## src/rtl/ps2_keyboard_pkg.sv

```systemverilog
// Shared constants for the PS/2 keyboard receiver: Hack key codes, scan-code prefixes, FSM states.
package ps2_keyboard_pkg;

    localparam logic [7:0] PS2_EXT = 8'hE0;
    localparam logic [7:0] PS2_BRK = 8'hF0;

    localparam logic [7:0] KEY_NEWLINE   = 8'd128;
    localparam logic [7:0] KEY_BACKSPACE = 8'd129;
    localparam logic [7:0] KEY_LEFT      = 8'd130;
    localparam logic [7:0] KEY_UP        = 8'd131;
    localparam logic [7:0] KEY_RIGHT     = 8'd132;
    localparam logic [7:0] KEY_DOWN      = 8'd133;
    localparam logic [7:0] KEY_HOME      = 8'd134;
    localparam logic [7:0] KEY_END       = 8'd135;
    localparam logic [7:0] KEY_PGUP      = 8'd136;
    localparam logic [7:0] KEY_PGDN      = 8'd137;
    localparam logic [7:0] KEY_INSERT    = 8'd138;
    localparam logic [7:0] KEY_DELETE    = 8'd139;
    localparam logic [7:0] KEY_ESC       = 8'd140;
    localparam logic [7:0] KEY_F1        = 8'd141;
    localparam logic [7:0] KEY_F2        = 8'd142;
    localparam logic [7:0] KEY_F3        = 8'd143;
    localparam logic [7:0] KEY_F4        = 8'd144;
    localparam logic [7:0] KEY_F5        = 8'd145;
    localparam logic [7:0] KEY_F6        = 8'd146;
    localparam logic [7:0] KEY_F7        = 8'd147;
    localparam logic [7:0] KEY_F8        = 8'd148;
    localparam logic [7:0] KEY_F9        = 8'd149;
    localparam logic [7:0] KEY_F10       = 8'd150;
    localparam logic [7:0] KEY_F11       = 8'd151;
    localparam logic [7:0] KEY_F12       = 8'd152;

    typedef enum logic [1:0] {ST_IDLE, ST_DATA, ST_PARITY, ST_STOP} rx_state_e;

    // PS/2 uses odd parity across the data byte and the parity bit.
    function automatic logic odd_ok(input logic [7:0] d, input logic p);
        return ^{d, p};
    endfunction

endpackage

```

## src/rtl/ps2_keymap.sv

```systemverilog
// Combinational scan-code set 2 to Hack key-code lookup.
// Extended (E0-prefixed) codes are decoded only when PS2_EXTENDED_EN is defined.
module ps2_keymap
    import ps2_keyboard_pkg::*;
(
    input  logic [7:0] code,
    input  logic       ext,
    output logic [7:0] key
);

    always_comb begin
        key = 8'd0;
        if (ext) begin
`ifdef PS2_EXTENDED_EN
            case (code)
                8'h6B: key = KEY_LEFT;
                8'h75: key = KEY_UP;
                8'h74: key = KEY_RIGHT;
                8'h72: key = KEY_DOWN;
                8'h6C: key = KEY_HOME;
                8'h69: key = KEY_END;
                8'h7D: key = KEY_PGUP;
                8'h7A: key = KEY_PGDN;
                8'h70: key = KEY_INSERT;
                8'h71: key = KEY_DELETE;
                default: key = 8'd0;
            endcase
`endif
        end else begin
            case (code)
                8'h1C: key = 8'd65;  8'h32: key = 8'd66;  8'h21: key = 8'd67;
                8'h23: key = 8'd68;  8'h24: key = 8'd69;  8'h2B: key = 8'd70;
                8'h34: key = 8'd71;  8'h33: key = 8'd72;  8'h43: key = 8'd73;
                8'h3B: key = 8'd74;  8'h42: key = 8'd75;  8'h4B: key = 8'd76;
                8'h3A: key = 8'd77;  8'h31: key = 8'd78;  8'h44: key = 8'd79;
                8'h4D: key = 8'd80;  8'h15: key = 8'd81;  8'h2D: key = 8'd82;
                8'h1B: key = 8'd83;  8'h2C: key = 8'd84;  8'h3C: key = 8'd85;
                8'h2A: key = 8'd86;  8'h1D: key = 8'd87;  8'h22: key = 8'd88;
                8'h35: key = 8'd89;  8'h1A: key = 8'd90;
                8'h45: key = 8'd48;  8'h16: key = 8'd49;  8'h1E: key = 8'd50;
                8'h26: key = 8'd51;  8'h25: key = 8'd52;  8'h2E: key = 8'd53;
                8'h36: key = 8'd54;  8'h3D: key = 8'd55;  8'h3E: key = 8'd56;
                8'h46: key = 8'd57;
                8'h29: key = 8'd32;
                8'h5A: key = KEY_NEWLINE;
                8'h66: key = KEY_BACKSPACE;
                8'h76: key = KEY_ESC;
                8'h05: key = KEY_F1;   8'h06: key = KEY_F2;   8'h04: key = KEY_F3;
                8'h0C: key = KEY_F4;   8'h03: key = KEY_F5;   8'h0B: key = KEY_F6;
                8'h83: key = KEY_F7;   8'h0A: key = KEY_F8;   8'h01: key = KEY_F9;
                8'h09: key = KEY_F10;  8'h78: key = KEY_F11;  8'h07: key = KEY_F12;
                default: key = 8'd0;
            endcase
        end
    end

endmodule

```

## src/rtl/ps2_keyboard.sv

```systemverilog
// PS/2 keyboard receiver driving the Hack keyboard word with the currently held key.
// Define PS2_EXTENDED_EN to decode E0-prefixed navigation keys; otherwise they are skipped.
module ps2_keyboard
    import ps2_keyboard_pkg::*;
#(
    parameter int TIMEOUT_CYCLES = 1600
) (
    input  logic        clk,
    input  logic        rst_n,
    input  logic        ps2_clk,
    input  logic        ps2_data,
    output logic [15:0] out,
    output logic        frame_err
);

    localparam int TW = $clog2(TIMEOUT_CYCLES + 1);

    logic [1:0]    clk_sync, dat_sync, clk_hist;
    logic          fall, dat_s;
    rx_state_e     state_q, state_d;
    logic [2:0]    bit_cnt;
    logic [7:0]    shreg;
    logic          par_q;
    logic [TW-1:0] tmo_cnt;
    logic          tmo_hit, rx_done, rx_vld, rx_bad;
    logic          brk_q, map_ext, drop;
    logic [7:0]    map_key, key_q;

    // Synchronizers and clock history idle high so reset never fakes an edge.
    always_ff @(posedge clk or negedge rst_n) begin
        if (!rst_n) begin
            clk_sync <= 2'b11;
            dat_sync <= 2'b11;
            clk_hist <= 2'b11;
        end else begin
            clk_sync <= {clk_sync[0], ps2_clk};
            dat_sync <= {dat_sync[0], ps2_data};
            clk_hist <= {clk_hist[0], clk_sync[1]};
        end
    end

    assign dat_s   = dat_sync[1];
    assign fall    = ~clk_sync[1] & clk_hist[0] & clk_hist[1];
    assign tmo_hit = (state_q != ST_IDLE) && !fall && (tmo_cnt == TW'(TIMEOUT_CYCLES - 1));
    assign rx_done = fall && (state_q == ST_STOP);

    always_ff @(posedge clk or negedge rst_n) begin
        if (!rst_n) state_q <= ST_IDLE;
        else        state_q <= state_d;
    end

    always_comb begin
        state_d = state_q;
        if (tmo_hit) begin
            state_d = ST_IDLE;
        end else if (fall) begin
            case (state_q)
                ST_IDLE:   if (!dat_s) state_d = ST_DATA;
                ST_DATA:   if (bit_cnt == 3'd7) state_d = ST_PARITY;
                ST_PARITY: state_d = ST_STOP;
                ST_STOP:   state_d = ST_IDLE;
                default:   state_d = ST_IDLE;
            endcase
        end
    end

    always_ff @(posedge clk or negedge rst_n) begin
        if (!rst_n) begin
            bit_cnt <= 3'd0;
            shreg   <= 8'd0;
            par_q   <= 1'b0;
            tmo_cnt <= '0;
            rx_vld  <= 1'b0;
            rx_bad  <= 1'b0;
        end else begin
            rx_vld  <= rx_done & dat_s & odd_ok(shreg, par_q);
            rx_bad  <= rx_done & ~(dat_s & odd_ok(shreg, par_q));
            tmo_cnt <= (state_q == ST_IDLE || fall) ? '0 : tmo_cnt + 1'b1;
            if (tmo_hit) begin
                shreg <= 8'd0;
            end else if (fall) begin
                case (state_q)
                    ST_IDLE:   bit_cnt <= 3'd0;
                    ST_DATA: begin
                        shreg   <= {dat_s, shreg[7:1]};
                        bit_cnt <= bit_cnt + 3'd1;
                    end
                    ST_PARITY: par_q <= dat_s;
                    default:   ;
                endcase
            end
        end
    end

    ps2_keymap u_keymap (
        .code (shreg),
        .ext  (map_ext),
        .key  (map_key)
    );

    // E0 arms the flag, F0 leaves it alone, any other accepted byte clears it.
`ifdef PS2_EXTENDED_EN
    logic ext_q;
    always_ff @(posedge clk or negedge rst_n) begin
        if (!rst_n)                          ext_q <= 1'b0;
        else if (rx_vld && shreg != PS2_BRK) ext_q <= (shreg == PS2_EXT);
    end
    assign map_ext = ext_q;
    assign drop    = 1'b0;
`else
    logic skip_q;
    always_ff @(posedge clk or negedge rst_n) begin
        if (!rst_n)                          skip_q <= 1'b0;
        else if (rx_vld && shreg != PS2_BRK) skip_q <= (shreg == PS2_EXT);
    end
    assign map_ext = 1'b0;
    assign drop    = skip_q;
`endif

    always_ff @(posedge clk or negedge rst_n) begin
        if (!rst_n) begin
            key_q     <= 8'd0;
            brk_q     <= 1'b0;
            frame_err <= 1'b0;
        end else begin
            frame_err <= rx_bad;
            if (rx_vld) begin
                if (shreg == PS2_BRK) begin
                    brk_q <= 1'b1;
                end else if (shreg != PS2_EXT) begin
                    brk_q <= 1'b0;
                    if (!drop) begin
                        if (!brk_q) begin
                            if (map_key != 8'd0) key_q <= map_key;
                        end else if (map_key == key_q) begin
                            key_q <= 8'd0;
                        end
                    end
                end
            end
        end
    end

    assign out = {8'h00, key_q};

endmodule

```

## config.mk

```make
export PLATFORM = sky130hd
export DESIGN_NAME = ps2_keyboard
export DESIGN_NICKNAME = d
export VERILOG_FILES = /design/src/rtl/ps2_keyboard_pkg.sv /design/src/rtl/ps2_keymap.sv /design/src/rtl/ps2_keyboard.sv
export SDC_FILE = /design/constraint.sdc
export NUM_CORES = 1
export LEC_CHECK = 0
export ABC_AREA = 1
export CORE_MARGIN = 10
export CORE_UTILIZATION = 45
export DETAILED_ROUTE_END_ITERATION = 7
export GPL_ROUTABILITY_DRIVEN = 0
export GPL_TIMING_DRIVEN = 0
export PLACE_DENSITY = 0.72
export SYNTH_ARGS = -nofsm -noshare
export SYNTH_HDL_FRONTEND = slang
export SYNTH_SLANG_ARGS = --single-unit
```

## constraint.sdc

```tcl
create_clock -name clk -period 2.7 [get_ports clk]
set_input_delay 0.54 -clock clk [delete_from_list [all_inputs] [get_ports clk]]
set_output_delay 0.54 -clock clk [all_outputs]
set_load 0.01 [all_outputs]
```

==> results.md, run 1 <==
* Outcome: complete, no violations
* Total GRT Usage at 0.1422
* Layout fillers at 692
* Mapped cell area at between 0.003 and 0.004 mm^2
* Gate Count Post-Synth at between 400 and 500
* Max frequency at slightly below 400 MHz
* Drt first pass iters at 5
* Final nets at 527
* Sinks on Clock Net at 44
* TritonCTS Buffers at 5
* M1 WL at approximately 3400 um
* P_sw at roughly 1.2 mW
* Setup TNS at 0 ns
* Top cell type's share of synthesized area at 0.2914
* CP Class: register to register
* Reg2Reg Depth at 18
* Post-DP Area at roughly 0.0035 mm^2
* CP cell instances: buf_6 -> clkinvlp_4 -> ha_4 -> nand2_1 -> nand3_1 -> nand2_1 -> nand2_1 -> nand3_1 -> nand2_1 -> nand2_1 -> nand2_1 -> nand2_1 -> nand2_1 -> nor2_2 -> nor2_4 -> buf_4 -> nand3_1 -> nand2_1
* Crit path top cell by count: nand2_1
* Internal Dissipation at roughly 1.5 mW
* Routed length per placed instance at ~13 um
* Antenna diode count at 0
* Leak at ~1.9 nW
* Synth cell count leaders: nand2_1, nand3_1, inv_1
* Flops & latches, synth at between 40 and 50
* WP buf/inv at 3
* Pins Over Slew Limit at 0
* CP required at ~2.9 ns
* 1st-iter DRT viols at a little under 200
* Avg Synthesized Cell Area at around 7 um^2
* Crit path capture type: register
* Final Total Pwr at about 2.7 mW
* Startpoint types: register
* Fin crit share at 0.9402
* Post-layout util at 0.5418
* FF-to-FF End: key_q[5]
* Boundary Pins at 21
* Compound-Gate Fraction of Synth Area at 0.08474
* CTS tree: yes
* Multi-input gate area at 0.001821 mm^2
* # DRC at 0
* Multiplexer share of the synthesized area at 0
* Number of global-route vias before repair at ~3100
* Latest clock arrival within the worst-skew pair at between 0.2 and 0.3 ns
* Setup ws final at between 0.15 and 0.2 ns
* Worst path top cell family by delay: simple AND/OR/NAND/NOR gates
* Clock skew at around 0.011 ns
* Largest family of logic cells by synthesized area: simple AND/OR/NAND/NOR gates
* Die Span Y at around 110 um
* Critical path arrival at 2.72 ns
* Pre-CTS WS at -0.09406 ns
* DR top layer: met4
* Clock share of power at 0.191
* Max Fanout on Critical Path at 7
* Syn-to-layout area delta at 14.69%
* Cell area after layout at about 0.0037 mm^2
* Ys Warns at 0
* Worst slew margin at 0.6025
* Hold-fix buffers, CTS at 0
* R2r setup slk at approximately 0.16 ns
* Max incr delay on CP at between 0.3 and 0.4 ns
* Beginning of the critical path: shreg[0]
* Combinational share of power at 0.505
* Die area at 0.01106 mm^2
* Max cap viols at 0
* Top_reg_cell synth: dfrtp_1
* Post-layout minimum cycle time at roughly 2.5 ns
* Most frequent cell after synthesis: nand2_1
* Clock Path Buffers at 2
* Via count at 3159
* Number of synthesized flops with an enable pin at 0
* H-tree depth reported by CTS at 2
* Reg clk slew, reported paths at roughly 0.080 ns
* Drt via density at ~5.2
* Hold Fails Final Rpt at 0
* Sw Ratio at 0.4368
* Post-route ant nets at 0
* CTS root buf: clkbuf_8
* Largest net degree at the start of global routing at 30
* Post-DP HPWL at roughly 6000 um
* Reg2reg start: shreg[0]
* Synth Area in Adders at 0.05368
* Async SR Flop Fraction at 1.000
* Tightest Pin Transition at 0.5940 ns
* Seq/Total Area, Yosys at 0.3397
* Die Wd at around 110 um
* Number of port buffers at 12
* Critical path depth at 18
* Total gr overflow at 0
* # setup viols final at 0
* FP Rows at 30
* WL met3 at approximately 560 um
* Power per cell area at roughly 730 mW/mm^2
* Final WL at 8008 um
* Routed wl met2 at 3912 um
* Synth area leader: dfrtp_1
* Seq. cell area at around 0.0011 mm^2
* Share of total power in sequential cells at 0.303
* Antenna violations before repair at 0
* Placeable Area at 0.006907 mm^2
* Synth Area in XOR/XNOR at 0.01610
* Initial Utilization at 0.4725
* Crit-path slowest cell: dfrtp_1
* Hold WC Path Type: primary input to asynchronous set/reset pin
* First-pass GRT wire length at between 10000 and 15000 um
* Critical Path End: key_q[5]
* Synth top area cells: dfrtp_1, nand2_1, nand3_1
* Distinct cells, synth at 37
* Post-synthesis simple-gate area fraction at 0.3857
* Share of post-route cells with drive strength above 1 at 0.1549
* Max IR drop VDD at between 400 and 500 uV
==> cell type report <==
type	count	area share
Clock inverter	2	0.01036
Clock buffer	6	0.02207
Multi-Input combinational cell	363	0.4865
Tap cell	96	0.03210
Buffer	23	0.04948
Timing Repair Buffer	18	0.04614
Sequential cell	44	0.2966
Inverter	54	0.05684
==> placed cells by master (no fill, tap or decap), types with 6 or more instances in the layout <==
cell type	Yosys	final
o21ai_0	16	16
inv_1	46	43
o22ai_1	8	8
buf_4	11	16
conb_1	1	8
buf_6	6	7
nand2_2	5	6
nand2_1	167	166
nor3_1	7	7
dfrtp_1	38	37
a21oi_1	13	13
ha_1	14	12
nand3_1	53	53
clkdlybuf4s50_1	0	11
dfstp_2	6	6
nand4_1	8	8
nor2_1	30	30
inv_2	5	7
clkbuf_8	0	6
==> per-layer routing <==
metal / up-vias / global-route usage
met1: 1448 / 0.1660
met3: 22 / 0.02518
met2: 120 / 0.2531
li1: 1569 / -
met5: - / 0
met4: 0 / 0.05098
==> sequential cells by signal, indices dropped and copies added (netlist names) <==
name,count
clk_sync,2
key_q,8
bit_cnt,3
rx_bad,1
dat_sync,2
frame_err,1
brk_q,1
shreg,8
rx_vld,1
drop,1
clk_hist,2
par_q,1
state_q,2
tmo_cnt,11
==> worst min path at each step <==
| stage | endpoint | cells after the start |
|---|---|---|
| floorplan | bit_cnt[0] | 0 |
| global placement | frame_err | 0 |
| detailed placement | frame_err | 0 |
| CTS | key_q[3] | 1 |
| global route | key_q[3] | 1 |
| finish | key_q[3] | 1 |
==> power by group through the flow <==
stage / logic (mW) / registers, mW / clock network (mW)
after floorplan: 1.06 / 0.833 / 0
after global placement: 1.33 / 0.838 / 0
after detailed placement: 1.36 / 0.843 / 0
after CTS: 1.37 / 0.831 / 0.540
after global routing: 1.58 / 0.845 / 0.567
final: 1.38 / 0.831 / 0.524
==> stage by stage <==
stage	instances	hold WS, ns
2_1_floorplan	484	0.2444
3_3_place_gp	592	0.3448
5_1_grt	606	0.1762
6_report	606	0.1675
3_5_place_dp	593	0.3420
4_1_cts	603	0.1710
==> repair_timing <==
| action | CTS | global route |
|---|---|---|
| buffers inserted | 2 | 3 |
| resized for setup | 3 | 8 |
| setup endpoints to repair | 8 | 8 |
| pin swaps | 1 | 2 |
==> logic make-up (layout without fill, tap and decap cells) <==
group,after synthesis,count (layout)
and+or+nand+nor,286,286
buffers and inverters,77,103
AOI/OAI and AO/OA,49,49
DFF,44,44
adders and majority gates,14,14
xor gates and xnor gates,6,6
other,1,8
Note: power is estimated with default switching activity, not from simulation.
==> run 2, diff against run 1 <==
--- a/config.mk
+++ b/config.mk
@@ -12,6 +12,7 @@
 export GPL_ROUTABILITY_DRIVEN = 0
 export GPL_TIMING_DRIVEN = 0
 export PLACE_DENSITY = 0.72
+export SLEW_MARGIN = 20
 export SYNTH_ARGS = -nofsm -noshare
 export SYNTH_HDL_FRONTEND = slang
 export SYNTH_SLANG_ARGS = --single-unit
==> results of run 2 <==
Final layout, timing and power as in run 1 (identical DEF).
